[src/rtl/sync_mul_pkg.sv]
// Shared types and limits for the valid/ready multicycle multiplier wrapper.
package sync_mul_pkg;

    typedef enum logic [1:0] {
        IDLE = 2'd0,
        WAIT = 2'd1,
        HOLD = 2'd2
    } state_t;

    localparam int SETTLE_MAX = 255;

endpackage

[src/rtl/sync_mul_core.sv]
// Combinational (WIDTH+1)x(WIDTH+1) signed multiplier; its paths are a declared
// multicycle path of SETTLE_CYCLES, so the wrapper must hold the operands stable.
module sync_mul_core #(
    parameter int WIDTH = 32
) (
    input  logic [WIDTH-1:0]   i_a,
    input  logic [WIDTH-1:0]   i_b,
    input  logic               i_signed,
    output logic [2*WIDTH-1:0] o_p
);

    logic signed [WIDTH:0]     w_a_ext;
    logic signed [WIDTH:0]     w_b_ext;
    logic signed [2*WIDTH-1:0] w_prod;

    // One extra bit makes both modes a single signed multiply; only the low
    // 2*WIDTH bits are kept, which is exact for every operand pair.
    assign w_a_ext = {i_signed & i_a[WIDTH-1], i_a};
    assign w_b_ext = {i_signed & i_b[WIDTH-1], i_b};
    assign w_prod  = (2*WIDTH)'(w_a_ext) * (2*WIDTH)'(w_b_ext);
    assign o_p     = w_prod;

endmodule

[src/rtl/sync_mul_pipe.sv]
// Single-clock valid/ready wrapper: captures operands, lets the core settle for
// SETTLE_CYCLES cycles, then holds the product until the sink takes it.
module sync_mul_pipe
    import sync_mul_pkg::*;
#(
    parameter int WIDTH         = 32,
    parameter int SETTLE_CYCLES = 6
) (
    input  logic               clk,
    input  logic               rst,
    input  logic               in_valid,
    output logic               in_ready,
    input  logic [WIDTH-1:0]   in_a,
    input  logic [WIDTH-1:0]   in_b,
    input  logic               in_signed,
    output logic               out_valid,
    input  logic               out_ready,
    output logic [2*WIDTH-1:0] out_c,
    output logic               busy
);

    localparam int               CNT_W    = $clog2(SETTLE_CYCLES + 1);
    localparam logic [CNT_W-1:0] CNT_LOAD = CNT_W'(SETTLE_CYCLES - 1);

    generate
        if (SETTLE_CYCLES < 1 || SETTLE_CYCLES > SETTLE_MAX) begin : g_bad_settle
            $error("sync_mul_pipe: SETTLE_CYCLES out of range 1..255");
        end
    endgenerate

    state_t               r_state;
    logic [WIDTH-1:0]     r_op_a;
    logic [WIDTH-1:0]     r_op_b;
    logic                 r_op_signed;
    logic [CNT_W-1:0]     r_cnt;
    logic [2*WIDTH-1:0]   r_out_c;
    logic                 r_out_valid;
    logic [2*WIDTH-1:0]   w_prod;
    logic                 w_accept;

    sync_mul_core #(.WIDTH(WIDTH)) u_core (
        .i_a      (r_op_a),
        .i_b      (r_op_b),
        .i_signed (r_op_signed),
        .o_p      (w_prod)
    );

    // out_ready feeds in_ready combinationally so a HOLD slot can be reused at once.
    assign in_ready  = (r_state == IDLE) | ((r_state == HOLD) & out_ready);
    assign w_accept  = in_valid & in_ready;
    assign busy      = (r_state != IDLE);
    assign out_valid = r_out_valid;
    assign out_c     = r_out_c;

    always_ff @(posedge clk) begin
        if (rst) begin
            r_state     <= IDLE;
            r_op_a      <= '0;
            r_op_b      <= '0;
            r_op_signed <= 1'b0;
            r_cnt       <= '0;
            r_out_c     <= '0;
            r_out_valid <= 1'b0;
        end else begin
            if (w_accept) begin
                r_op_a      <= in_a;
                r_op_b      <= in_b;
                r_op_signed <= in_signed;
                r_cnt       <= CNT_LOAD;
            end
            case (r_state)
                IDLE: begin
                    if (w_accept) r_state <= WAIT;
                end
                WAIT: begin
                    if (r_cnt != '0) begin
                        r_cnt <= r_cnt - CNT_W'(1);
                    end else begin
                        r_out_c     <= w_prod;
                        r_out_valid <= 1'b1;
                        r_state     <= HOLD;
                    end
                end
                HOLD: begin
                    if (out_ready) begin
                        r_out_valid <= 1'b0;
                        r_state     <= w_accept ? WAIT : IDLE;
                    end
                end
                default: r_state <= IDLE;
            endcase
        end
    end

endmodule

[config.mk]
export PLATFORM = sky130hd
export DESIGN_NAME = sync_mul_pipe
export DESIGN_NICKNAME = d
export VERILOG_FILES = /design/src/rtl/sync_mul_pkg.sv /design/src/rtl/sync_mul_core.sv /design/src/rtl/sync_mul_pipe.sv
export SDC_FILE = /design/constraint.sdc
export NUM_CORES = 2
export LEC_CHECK = 0
export ABC_CLOCK_PERIOD_IN_PS = 14400
export CORE_UTILIZATION = 54
export CTS_BUF_LIST = sky130_fd_sc_hd__clkbuf_8
export CTS_CLUSTER_SIZE = 10
export DETAILED_ROUTE_END_ITERATION = 8
export GPL_TIMING_DRIVEN = 0
export PLACE_DENSITY = 0.82
export REMOVE_ABC_BUFFERS = 1
export SKIP_CTS_REPAIR_TIMING = 1
export SLEW_MARGIN = 40
export SYNTH_ARGS = -nofsm -noshare
export SYNTH_HDL_FRONTEND = slang
export SYNTH_SLANG_ARGS = --single-unit
[constraint.sdc]
create_clock -name clk -period 14.4 [get_ports clk]
set_clock_uncertainty 0.2 [all_clocks]
set_input_delay 4.32 -clock clk [delete_from_list [all_inputs] [get_ports clk]]
set_output_delay 4.32 -clock clk [all_outputs]
set_load 0.05 [all_outputs]
Yosys cells after proc, flatten, opt, wreduce, memory -nomap -nowiden
Cells that the tools add are included.
{"block": "classes", "add_sub_neg": 1, "order_cmp": 0, "mux": 11, "shift": 0, "mul": 1, "n_eq_ne": 5, "div_mod_pow": 0, "n_bitwise": 6, "reduce_logical": 7}
{"cell": "33-bit by 33-bit multiplier with 64-bit output", "n": 1}
{"cell": "3-bit two-way mux", "n": 3}
{"cell": "2-bit two-way mux", "n": 3}
{"cell": "2-bit inequality test (second input constant)", "n": 3}
{"cell": "2-bit one-hot mux with 3 select lines", "n": 1}
{"cell": "3-bit AND reduction", "n": 2}
{"cell": "1-bit bitwise AND", "n": 4}
{"cell": "2-bit nonzero test", "n": 2}
{"cell": "1-bit two-way mux", "n": 3}
{"cell": "3-bit nonzero test", "n": 1}
{"cell": "3-bit by 1-bit subtractor with 3-bit output (second input constant)", "n": 1}
{"cell": "2-bit by 1-bit == test with 1-bit output (second input constant)", "n": 1}
{"cell": "2-bit == test (second input constant)", "n": 1}
{"cell": "2-bit logical NOT", "n": 1}
{"cell": "1-bit one-hot mux with 2 select lines", "n": 1}
{"cell": "2-bit AND reduction", "n": 1}
{"cell": "1-bit NOT", "n": 1}
{"cell": "1-bit OR", "n": 1}
{"block": "totals", "output_inout_bits": 67, "memories": 0, "ff_bits": 135, "rom_bits": 0, "ramBits": 0, "in_bits": 69, "wordCells": 38, "latch_bits": 0}

Depth between registers and ports, before layout
{"block": "depth", "ltp_word": 7, "mapped_depth": 29, "mapped_depth_nobuf": 26}

Cells and area by module
Synthesis repeated with hierarchy kept, for this count alone.
{"block": "hier_totals", "cells_unflattened": 4806, "area_unflattened_um2": 42933.7}
{"mod": "sync_mul_core", "area_per_inst_um2": 37976.4, "seq_area_each_um2": 0.0, "cells_each": 4193, "n_inst": 1}
{"mod": "sync_mul_pipe", "area_per_inst_um2": 4957.3, "seq_area_each_um2": 2702.6, "cells_each": 613, "n_inst": 1}

Worst setup path after synthesis
No wires, ideal clock.
{"block": "synth_timing", "path_kind": "in2out", "from": "input out_ready", "to": "output in_ready", "cell_stages": 2, "t_required_ps": 9880, "path_slack_ps": 4689, "n_path_buf": 0, "t_arrival_ps": 5191, "cell_sequence": "inv_1 a21oi_1"}
{"block": "synth_via", "elab_chain_len": 2}
{"item": "start, declared", "line_no": "sync_mul_pipe.sv:17", "text": "input logic out_ready,"}
{"item": "1-bit bitwise AND", "line_no": "sync_mul_pipe.sv:49", "text": "assign in_ready = (r_state == IDLE) | ((r_state == HOLD) & out_ready);"}
{"item": "1-bit OR", "line_no": "sync_mul_pipe.sv:49"}
{"item": "end, declared", "line_no": "sync_mul_pipe.sv:12", "text": "output logic in_ready,"}
Every way passes these cells.

Final worst setup path
Ends and elaborated chain as after synthesis.

==> results.toml <==
[run_status]
status = "completed"

[synth]
yosysTopAreaCell = "fa_1"
yosysUniqueCellTypes = 73
avgSynthCellArea_um2 = 8.931
yosys-top-cells-area = "fa_1 52%, inv_1 9.7%, nand2_1 8.2%"
netlist.area_leader.share_pct = 52.44
ys.flop_type = "dfxtp_1"
synth_edf_count = 0
ys_ff_latch = 135
syn_area_mm2 = 0.04295
synthTopCellsByCount = "1125 x fa_1, 1111 x inv_1, 934 x nand2_1, 358 x and2_1, 272 x clkbuf_1"
synth_warnings = 0
synthArstFlopShare_pct = 0
yosysMostFrequentCell = "fa_1"
syn_inst = 4809
synth-seq-area-share_pct = 6.293

[worst_setup_path]
path_class = "input port to output port"
crit_path_start_kind = "input port"
path_cells = "clkdlybuf4s50_1 > inv_1 > a21oi_1 > clkdlybuf4s50_1"
slowest_stage = "clkdlybuf4s50_1"
worstPathRequired_ps = 9880
critPathCaptureType = "output port"
crit_arrival_ps = 6200
cp_max_fo = 3
cp_common_cell = "clkdlybuf4s50_1"
max_stage_delay_ps = 900

[worst_hold_path]
min_path_type = "flip-flop to flip-flop"

[finish]
drive_gt1_share_pct = 3.799
area_growth_pct = 7.650
post-route-util_pct = 58.62
final.fill_count = 6423
nets = 6133

[sta]
setup_viol = 0
max_freq_mhz = 93.25
drv_slew = 0
min_period_ps = 10720
hold_viol_final = 0
worstMarginPinSlew_ps = 892.8
period_share_pct = 74.47
tns_ps = 0
rsz0062_at_grt = "no"
slew_headroom_pct = 40.22

[drt]
vias_per_cell = 5.720
routed_wl_um = 124900
ant_nets = 0
vias = 33121
first_iter_violations = 3010
drtPass1Iterations = 6
drc = 0
avgRoutedWirePerCell_um = 21.57

[placement]
numPortBuffers = 135
routabilityCongestion = 0.9618
dp_hpwl_um = 98570

[pwr]
p_int_mw = 1.057
switching_share_pct = 52.09
seqPwrFrac_pct = 24.5
p_leak_nw = 22.04
pwr-share-comb_pct = 59.8
clkPwrFrac_pct = 15.7
p_switching_mw = 1.150
peakVddDrop_uv = 68.34
powerDensity_mw_per_mm2 = 47.74

[die]
die-area_mm2 = 0.08066
start_util_pct = 54.45
die_w_um = 284.0
die_h_um = 284.0
core-area_mm2 = 0.07887
row_count = 103
io_pins = 136

[global_routing]
antenna_found_initial = 1
grt_max_degree = 70
grt_pass1_wl_um = 198900
grt_pass1_vias = 36750
overflow = 0
grtUsageTotal_pct = 32.32

[clocking]
clk_pin_slew_ps = 70
cts_sinks = 135
cts_tree = "built"
cts.htree.levels = 4
cts_root_buffer = "clkbuf_8"
cts-buffers-inserted = 17
clockBufferDepth = 2
clk_latency_ps = 590

[flow_run]
cap_violations = 0
cells by family (layout without fill, tap and decap cells):
| group | after synthesis | after routing | share of synthesized area [%] |
|---|---|---|---|
| other cells | 0 | 2 | 0 |
| simple gates | 1530 | 1530 | 16.45 |
| fa+ha+maj | 1339 | 1339 | 58.67 |
| flops | 135 | 135 | 6.293 |
| mux | 2 | 2 | 0.04662 |
| xor+xnor | 49 | 49 | 0.9993 |
| buf+inv | 1392 | 1321 | 12.20 |
| compound gates | 362 | 362 | 5.337 |
power by group through the flow:
stage | Sequential [mW] | Clock, mW | Combinational (mW)
floorplan | 0.527 | 0 | 0.787
global placement | 0.580 | 0 | 1.16
detailed placement | 0.538 | 0 | 1.30
CTS | 0.530 | 0.351 | 1.30
global route | 0.539 | 0.364 | 1.46
finish | 0.540 | 0.346 | 1.32
per-layer routing:
metal | GRT usage, % | wire length (um)
met1 | 38.85 | 44210
met2 | 50.42 | 56430
met3 | 13.26 | 17370
met4 | 15.51 | 6848
met5 | 0 | 0
per-stage QoR:
step,power (mW),hold slack [ps],instance area [um^2],instances,setup slack (ps)
floorplan,1.314,232.4,41880,4528,4689
global placement,1.743,239.6,44540,5713,1338
detailed placement,1.834,245.7,45840,5756,3616
CTS,2.180,257.7,46230,5788,3602
global route,2.361,283.0,46230,5788,3579
finish,2.207,252.4,46230,5790,3676
critical path, delay by kind of cell:
| kind | cells | cell delay (ps) |
|---|---|---|
| AOI/OAI and AO/OA | 1 | 430 |
| buffers and inverters | 3 | 1450 |
final cells by class:
type                            instances  area (um^2)  area share (%)
Timing Repair Buffer                  178         2465           5.331
Tap cell                             1050         1314           2.842
Multi-Input combinational cell       3282        35050           75.82
Sequential cell                       135         2836           6.135
Antenna cell                            2        5.005         0.01083
Clock inverter                         15        152.6          0.3302
Clock buffer                           17        234.0          0.5061
Inverter                             1111         4173           9.025
layout by cell type, fill, tap and decap left out, drive strengths merged, types with 4 or more instances in the layout:
cell	instances
nor3	21
and4	5
o21bai	14
and2	359
nor4b	4
nand2	935
a211oi	12
a2111oi	5
or4	5
xor2	11
inv	1119
clkinv	4
or3	9
a21oi	173
clkdlybuf4s50	134
o21a	10
a31oi	16
a311oi	4
nand4	17
nand3	50
nor2b	5
buf	44
nor2	57
fa	1125
ha	214
clkbuf	17
a21boi	5
xnor2	38
nand3b	8
nand2b	5
o221ai	4
o21ai	47
o211ai	18
or2	9
dfxtp	135
o31ai	5
a21o	19
and3	35
registers in the layout, summed over array words and instances (netlist names):
name,flops
r_op_signed,1
r_op_b,32
out_valid,1
out_c,64
r_cnt,3
r_op_a,32
r_state,2
path summary, 6_finish.rpt:
check,startpoint,end,slack (ps),depth (start not counted)
hold reg to reg,out_c[26],out_c[26],250,2
hold / removal,out_c[26],out_c[26],250,2
setup / recovery,out_ready,in_ready,3680,4
setup reg to reg,r_op_signed,out_c[61],4070,24
(Power assumes the default switching activity.)
